$ cat src/rtl/ram_sched_pkg.sv
// Shared types and default sizes for the RAM write scheduler.
package ram_sched_pkg;

   localparam int NREQ_DEF = 3;
   localparam int AW_DEF   = 8;
   localparam int DW_DEF   = 8;

   typedef enum logic [2:0] {
      S_IDLE,
      S_WRITE,
      S_READ,
      S_CHECK,
      S_ACK
   } state_e;

endpackage

$ cat src/rtl/rr_arbiter.sv
// Round-robin pick: first asserted request at or above ptr, wrapping.
module rr_arbiter #(
   parameter int NREQ = 3,
   parameter int IW   = (NREQ > 1) ? $clog2(NREQ) : 1
) (
   input  logic [NREQ-1:0] req,
   input  logic [IW-1:0]   ptr,
   output logic [NREQ-1:0] grant,
   output logic [IW-1:0]   winner,
   output logic            any
);

   always_comb begin
      int i;
      grant  = '0;
      winner = '0;
      any    = 1'b0;
      i      = 0;
      for (int k = 0; k < NREQ; k++) begin
         i = (int'(ptr) + k) % NREQ;
         if (!any && req[i]) begin
            any      = 1'b1;
            grant[i] = 1'b1;
            winner   = IW'(i);
         end
      end
   end

endmodule

$ cat src/rtl/ram_write_scheduler.sv
// Round-robin RAM write scheduler; define RAM_WSCHED_VERIFY_EN to add
// a readback check (READ/CHECK) between the write and its ack.
module ram_write_scheduler
   import ram_sched_pkg::*;
#(
   parameter int NREQ = NREQ_DEF,
   parameter int AW   = AW_DEF,
   parameter int DW   = DW_DEF
) (
   input  logic             clk,
   input  logic             rst_n,
   input  logic [NREQ-1:0]  req,
   input  logic [NREQ*AW-1:0] req_addr,
   input  logic [NREQ*DW-1:0] req_data,
   output logic [NREQ-1:0]  ack,
   output logic             mem_we,
   output logic [AW-1:0]    mem_addr,
   output logic [DW-1:0]    mem_wdata,
   input  logic [DW-1:0]    mem_rdata,
   output logic             busy,
   output logic             err
);

   localparam int IW = (NREQ > 1) ? $clog2(NREQ) : 1;

   state_e          state_q, state_d;
   logic [IW-1:0]   ptr_q, ptr_d;
   logic [IW-1:0]   win_q, win_d;
   logic [AW-1:0]   addr_q, addr_d;
   logic [DW-1:0]   data_q, data_d;
   logic [NREQ-1:0] gnt_unused;
   logic [IW-1:0]   winner;
   logic            any;

   rr_arbiter #(
      .NREQ (NREQ),
      .IW   (IW)
   ) u_arb (
      .req    (req),
      .ptr    (ptr_q),
      .grant  (gnt_unused),
      .winner (winner),
      .any    (any)
   );

`ifdef RAM_WSCHED_VERIFY_EN
   logic err_q, err_d;
`endif

   always_comb begin
      state_d = state_q;
      ptr_d   = ptr_q;
      win_d   = win_q;
      addr_d  = addr_q;
      data_d  = data_q;
`ifdef RAM_WSCHED_VERIFY_EN
      err_d   = err_q;
`endif
      unique case (state_q)
         S_IDLE: begin
            if (any) begin
               state_d = S_WRITE;
               win_d   = winner;
               addr_d  = req_addr[int'(winner)*AW +: AW];
               data_d  = req_data[int'(winner)*DW +: DW];
               ptr_d   = (winner == IW'(NREQ-1)) ? '0
                                                 : IW'(winner + 1'b1);
            end
         end
`ifdef RAM_WSCHED_VERIFY_EN
         S_WRITE: state_d = S_READ;
         S_READ:  state_d = S_CHECK;
         S_CHECK: begin
            // Sync-read data for the READ-cycle address lands here
            if (mem_rdata != data_q) err_d = 1'b1;
            state_d = S_ACK;
         end
`else
         S_WRITE: state_d = S_ACK;
`endif
         S_ACK:   state_d = S_IDLE;
         default: state_d = S_IDLE;
      endcase
   end

   always_ff @(posedge clk or negedge rst_n) begin
      if (!rst_n) begin
         state_q <= S_IDLE;
         ptr_q   <= '0;
         win_q   <= '0;
         addr_q  <= '0;
         data_q  <= '0;
      end else begin
         state_q <= state_d;
         ptr_q   <= ptr_d;
         win_q   <= win_d;
         addr_q  <= addr_d;
         data_q  <= data_d;
      end
   end

`ifdef RAM_WSCHED_VERIFY_EN
   always_ff @(posedge clk or negedge rst_n) begin
      if (!rst_n) err_q <= 1'b0;
      else        err_q <= err_d;
   end
   assign err = err_q;
`else
   logic unused_rdata;
   assign unused_rdata = ^mem_rdata;
   assign err = 1'b0;
`endif

   // Outputs decode straight from state so reset kills them at once
   assign mem_we    = (state_q == S_WRITE);
   assign busy      = (state_q != S_IDLE);
   assign mem_addr  = addr_q;
   assign mem_wdata = data_q;

   always_comb begin
      ack = '0;
      if (state_q == S_ACK) ack[win_q] = 1'b1;
   end

endmodule

$ cat config.mk
export PLATFORM = sky130hd
export DESIGN_NAME = ram_write_scheduler
export DESIGN_NICKNAME = d
export VERILOG_FILES = /design/src/rtl/ram_sched_pkg.sv /design/src/rtl/rr_arbiter.sv /design/src/rtl/ram_write_scheduler.sv
export SDC_FILE = /design/constraint.sdc
export NUM_CORES = 1
export LEC_CHECK = 0
export CAP_MARGIN = 20
export CELL_PAD_IN_SITES_DETAIL_PLACEMENT = 0
export CELL_PAD_IN_SITES_GLOBAL_PLACEMENT = 1
export CORE_MARGIN = 3
export CORE_UTILIZATION = 32
export CTS_CLUSTER_DIAMETER = 80
export CTS_CLUSTER_SIZE = 14
export DETAILED_ROUTE_END_ITERATION = 12
export GPL_TIMING_DRIVEN = 0
export PLACE_DENSITY_LB_ADDON = 0.1
export SKIP_CTS_REPAIR_TIMING = 1
export SLEW_MARGIN = 20
export SYNTH_ARGS = -nofsm -noshare
export SYNTH_HDL_FRONTEND = slang
export SYNTH_SLANG_ARGS = --single-unit
$ cat constraint.sdc
create_clock -name clk -period 2.7 [get_ports clk]
set_input_delay 0.675 -clock clk [delete_from_list [all_inputs] [get_ports clk]]
set_output_delay 0.675 -clock clk [all_outputs]
set_load 0.01 [all_outputs]
Yosys cells after proc, flatten, opt, wreduce, memory -nomap -nowiden
Cells that the tools add are included.
{ "word_totals": {"register_bits": 23, "output_inout_bits": 22, "word_cells": 51} }
{ "op_classes": {"add_sub_neg": 3, "div_mod_pow": 3, "n_lt_le_gt_ge": 5, "n_eq_ne": 4, "shifts": 2, "mux": 21, "n_reduce_logical": 8} }
{ "ops": {"columns": ["cell", "count"], "rows": [
  ["$lt A32 B4 Y1 const B", 3],
  ["$mod A32 B3 Y32 const B", 2],
  ["$shiftx A24 B6 Y8", 2],
  ["$mod A3 B3 Y32 const B", 1],
  ["$mux W1", 10],
  ["$mux W2", 4],
  ["$bmux W1 S2", 3],
  ["$mux W3", 2],
  ["$pmux W3 S2", 1],
  ["$add A2 B1 Y3 const B", 1],
  ["$add A2 B2 Y3 const B", 1],
  ["$eq A3 B1 Y1 const B", 1],
  ["$eq A3 B3 Y1 const B", 1],
  ["$logic_and A1 B1 Y1", 3],
  ["$logic_not A3 Y1", 1],
  ["$lt A2 B3 Y1 const B", 1],
  ["$reduce_bool A3 Y1", 1],
  ["$add A2 B1 Y2 const B", 1],
  ["$demux W1 S2", 1],
  ["$eq A2 B2 Y1 const B", 1],
  ["$ge A2 B1 Y1 const B", 1],
  ["$logic_not A1 Y1", 2],
  ["$ne A2 B2 Y1 const B", 1],
  ["$reduce_and A2 Y1", 1]
]} }

Longest topological paths before layout
{ "logic_depth": {"word_depth": 13, "mapped_depth": 10, "mapped_depth_nobuf": 8} }

Cells and area by module
From an unflattened synthesis, not the netlist that was laid out.
{ "unflattened": {"cells_unflattened": 179, "area_unflattened_um2": 1635.3} }
{ "by_module_without_submodules": {"columns": ["module", "instances", "cells_per_inst", "area_per_inst_um2"], "rows": [
  ["ram_write_scheduler", 1, 127, 1253.7],
  ["rr_arbiter", 1, 52, 381.6]
]} }

Worst setup path after synthesis
Ideal clock, no wire load.
{ "synth_path": {"path_kind": "in2reg", "from": "in req[1]", "to": "reg addr_q[7] (netlist: mem_addr[7])", "setup_time_ps": 132, "arrival_ps": 2234, "required_ps": 2568, "setup_slack_ps": 335, "path_stages": 8, "path_buffers": 3, "cell_sequence": "buf_6 -> nor2b_4 -> or4b_4 -> a311oi_4 -> or3_1 -> buf_6 -> buf_12 -> o211ai_2"} }
{ "synth_via": {"elab_chain_len": 11} }
{ "synth_rtl": {"columns": ["element", "line", "text"], "rows": [
  ["start, declared", "ram_write_scheduler.sv:12", "input logic [NREQ-1:0] req,"],
  ["$bmux W1 S2", "rr_arbiter.sv:21", "if (!any && req[i]) begin"],
  ["$mux W1 (implied by the code) (2 in series)", "rr_arbiter.sv:21", null],
  ["$mux W1", "rr_arbiter.sv:21", null],
  ["$logic_not A1 Y1", "rr_arbiter.sv:21", null],
  ["$logic_and A1 B1 Y1", "rr_arbiter.sv:21", null],
  ["$mux W1", "rr_arbiter.sv:21", null],
  ["$logic_not A1 Y1", "rr_arbiter.sv:21", null],
  ["$logic_and A1 B1 Y1", "rr_arbiter.sv:21", null],
  ["$mux W2 or $mux W1 (tied branches)", "rr_arbiter.sv:21", null],
  ["$shiftx A24 B6 Y8 or $reduce_and A2 Y1 (tied branches)", null, null],
  ["end signal, assigned", "ram_write_scheduler.sv:97", "addr_q <= addr_d;"],
  ["end, declared", "ram_write_scheduler.sv:29", "logic [AW-1:0] addr_q, addr_d;"]
]} }
Several ways; a longest one is shown, not always the timed one. The select of a mux whose other input is x is not followed.
A chain may end at the register's enable or synchronous reset.

Worst setup path after layout
{ "layout_path": {"from": "in req[0]", "to": "reg addr_q[2] (netlist: mem_addr[2])"} }
Same word-level chain as after synthesis.

==> metrics.md <==
| Metric | Value |
|---|---|
| CTS Buf Count | 3 |
| Post-DR vias/cell | roughly 5.5 |
| R2r setup slk | 0.18 ns |
| Worst-path clk slew | ~0.080 ns |
| Share of the synthesized area in the top cell type | between 20% and 30% |
| Gpl congestion | 0.832 |
| Port Buffers | 72 |
| Fill count | roughly 640 |
| Detailed Place HPWL | 5200 um |
| Most common library cells after synthesis | 39 x o211ai_1, 34 x nand2_1, 22 x dfrtp_1 |
| Unrepaired setup endpoints after global routing | false |
| Power density of the placed cells | 1190 mW/mm^2 |
| Peak supply drop | 0.000326 V |
| Max Clk Rate | a little under 400 MHz |
| Hold Crit Class | input port to asynchronous set/reset pin |
| Total power | 0.00369 W |
| FP Rows | 29 |
| Area contributors post-synth | dfrtp_1 25%, o211ai_1 13%, nand2_1 5.9% |
| Actual slew at the worst max-slew pin | 0.517 ns |
| XOR/XNOR share of the synthesized area | 0% |
| Die area | between 0.007 and 0.008 sq mm |
| Worst R2R Start | ptr_q[0]$_DFFE_PN0P_ |
| R2R Path End | mem_addr[2]$_DFFE_PN0P_ |
| Worst reg2reg path depth | 10 |
| Clock Latency Late Sink | about 0.26 ns |
| Status | completed |
| Mapped cell area | 0.00218 sq mm |
| Simple logic cell fraction of the synthesized area | 30.5% |
| Compound-Gate Fraction of Synth Area | 28.6% |
| Yosys top cell by area | dfrtp_1 |
| Sequential power share | 16.6% |
| Multi-input gate area | about 0.0014 sq mm |
| FF/Latch Area | 551 sq um |
| Gate Count Post-Synth | 248 |
| Crit path DAT | between 2 and 3 ns |
| CP peak stage delay | 0.59 ns |
| Grt ovf | 0 |
| Clock sink count | 22 |
| Worst-path cell chain | clkdlybuf4s50_1 > mux2i_1 > o21a_4 > a31o_4 > or3_1 > buf_6 > buf_12 > o211ai_2 |
| Chip Width | 88.5 um |
| Slew Limit Fails | 0 |
| Fraction of layout cells with a size suffix above 1 | 18.2% |
| Initial DRC Count | 73 |
| Largest net degree at the start of global routing | 23 |
| Area Growth Syn to Fin | 42.0% |
| Mux share of post-synthesis cell area | roughly 3.2% |
| Setup WS post-layout | between 0.1 and 0.15 ns |
| Design area | 0.00310 sq mm |
| Number of remaining DRC errors | 0 |
| Largest family of logic cells by synthesized area | simple AND/OR/NAND/NOR gates |
| Final hold violation count | 0 |
| Bufs on Longest Clock Path | 2 |
| Core ar. | 0.00646 sq mm |
| Leakage Power | ~1.2 nW |
| Relative slew slack | 65.5% |
| Worst setup EP type | flop |
| Syn avg cell area | 8.79 sq um |
| Worst path required time | 2.89 ns |
| Combinational group share of total power | 77.8% |
| Top_reg_cell synth | dfrtp_1 |
| GRT Util Overall | 17.6% |
| Drt first pass iters | 4 |
| Chip Height | about 89 um |
| Routed WL per cell | 17.1 um |
| Vias | 2251 |
| First-pass GRT wire length | 11000 um |
| Final setup vio count | 0 |
| Layer with the highest usage | met2 |
| Synth async-reset ratio | 100% |
| H-tree Lvls | 1 |
| Worst Skew | 0.00137 ns |
| Place WS | -0.351 ns |
| Distinct cells, synth | 49 |
| Detail Route Antenna Nets | 0 |
| Net Count, Synth | 313 |
| Count of antenna diodes in the layout | 0 |
| Fin nets | 396 |
| Sw Share | 46.4% |
| Root buffer cell | clkbuf_8 |
| Routed WL | 6940 um |
| TNS Setup | 0 ns |
| Ys Warns | 0 |
| Area of placed instances | 0.00300 sq mm |
| Antenna violations before repair | 0 |
| Cell Int Power | slightly below 0.002 W |
| Critical path peak fanout | 10 |
| I/O Pins | 83 |
| Crit share post-route | 96.3% |
| Worst Setup Path Type | input port to flop |
| Sequential fraction of the synthesis area | 25.3% |
| Starting density of the core | 33.7% |
| Post-synth EDFFs | 0 |
| M1 GR Usage | 26.8% |
| Adder-Cell Fraction of Synth Area | 2.30% |
| Met2 usage | 27.1% |
| Vias in the first global route | between 2000 and 2500 |
| Max Cap Violations | 0 |
| CTS tree | done |
| Most frequent cell after synthesis | o211ai_1 |
| CP max stage cell | clkdlybuf4s50_1 |
| Flops & latches, synth | 22 |
| Global-route met3 utilization | 1.49% |
| Minimum clock period after layout | 2.60 ns |
| Clk network pwr share | ~5.6% |
| Startpoint types | input port |
| Switch Pwr | 0.00171 W |
==> routing by layer <==
metal / wire length [um] / share of wire [%]
met3: 285 / 4.1
met4: 65 / 0.94
met2: 3120 / 45
met5: 0 / 0
met1: 3470 / 50
==> power groups by stage <==
| stage | logic, W | clock network [W] | registers (W) |
|---|---|---|---|
| finish | 0.00287 | 0.000205 | 0.000611 |
| floorplan | 0.00188 | 0 | 0.000647 |
| global placement | 0.00278 | 0 | 0.000614 |
| CTS | 0.00280 | 0.000210 | 0.000611 |
| detailed placement | 0.00279 | 0 | 0.000617 |
| global route | 0.00313 | 0.000221 | 0.000634 |
==> kinds of logic (layout without fill, tap and decap cells) <==
kind of cell               after synthesis  in the layout
DFF                                     22             22
buffers and inverters                   28            109
AOI/OAI and AO/OA                       78             78
adders and majority gates                4              4
muxes                                    6              6
other                                    1              1
and+or+nand+nor                        109            109
==> sequential cells by signal, summed over array words and instances (netlist names) <==
| name | flops |
|---|---|
| state_q | 2 |
| ptr_q | 2 |
| mem_wdata | 8 |
| win_q | 2 |
| mem_addr | 8 |
==> area by class of cell <==
type | count | area share, %
multi-input combinational | 198 | 46.0
timing repair buffer | 78 | 24.6
clock buffer | 3 | 1.33
buffer | 25 | 6.79
tap | 77 | 3.11
inverter | 3 | 0.364
sequential | 22 | 17.8
==> worst max-delay path, delay by kind of cell <==
| kind | cells | cell delay [ns] |
|---|---|---|
| compound gates | 3 | 0.68 |
| buf+inv | 3 | 0.88 |
| mux | 1 | 0.16 |
| simple gates | 1 | 0.38 |
==> metrics by stage <==
step                      util [%]  hold WS [ns]  cells
after floorplan                  -         0.379    248
after global placement        46.4         0.472    397
after detailed placement      46.4         0.473    397
after CTS                     47.0         0.499    400
after global routing          47.9         0.411    406
final                         47.9         0.376    406
==> worst max-delay path by stage <==
stage | from | end | slack (ns) | cells past startpoint
2_1_floorplan | req[1] | mem_addr[7]$_DFFE_PN0P_ | 0.33 | 8
3_3_place_gp | req[0] | mem_addr[0]$_DFFE_PN0P_ | -0.34 | 7
3_5_place_dp | req[0] | mem_addr[4]$_DFFE_PN0P_ | -0.35 | 7
4_1_cts | req[0] | mem_addr[0]$_DFFE_PN0P_ | -0.06 | 7
5_1_grt | ptr_q[1]$_DFFE_PN0P_ | mem_addr[3]$_DFFE_PN0P_ | 0.006 | 9
6_report | req[0] | mem_addr[2]$_DFFE_PN0P_ | 0.10 | 8
==> cells in the final DEF, fill, tap and decap left out, drive strengths merged, types with 2 or more instances in the layout <==
cell type,instances
nand3b,3
nor2b,4
o211ai,49
ha,4
nand3,3
clkdlybuf4s50,71
o21ai,5
nand4,16
a21oi,16
buf,17
mux2i,4
nor2,5
nor4bb,2
nand2,34
dfrtp,22
o21a,3
and3b,17
clkbuf,17
nand2b,16
mux2,2
inv,3
Power figures use the tool's default switching activity.
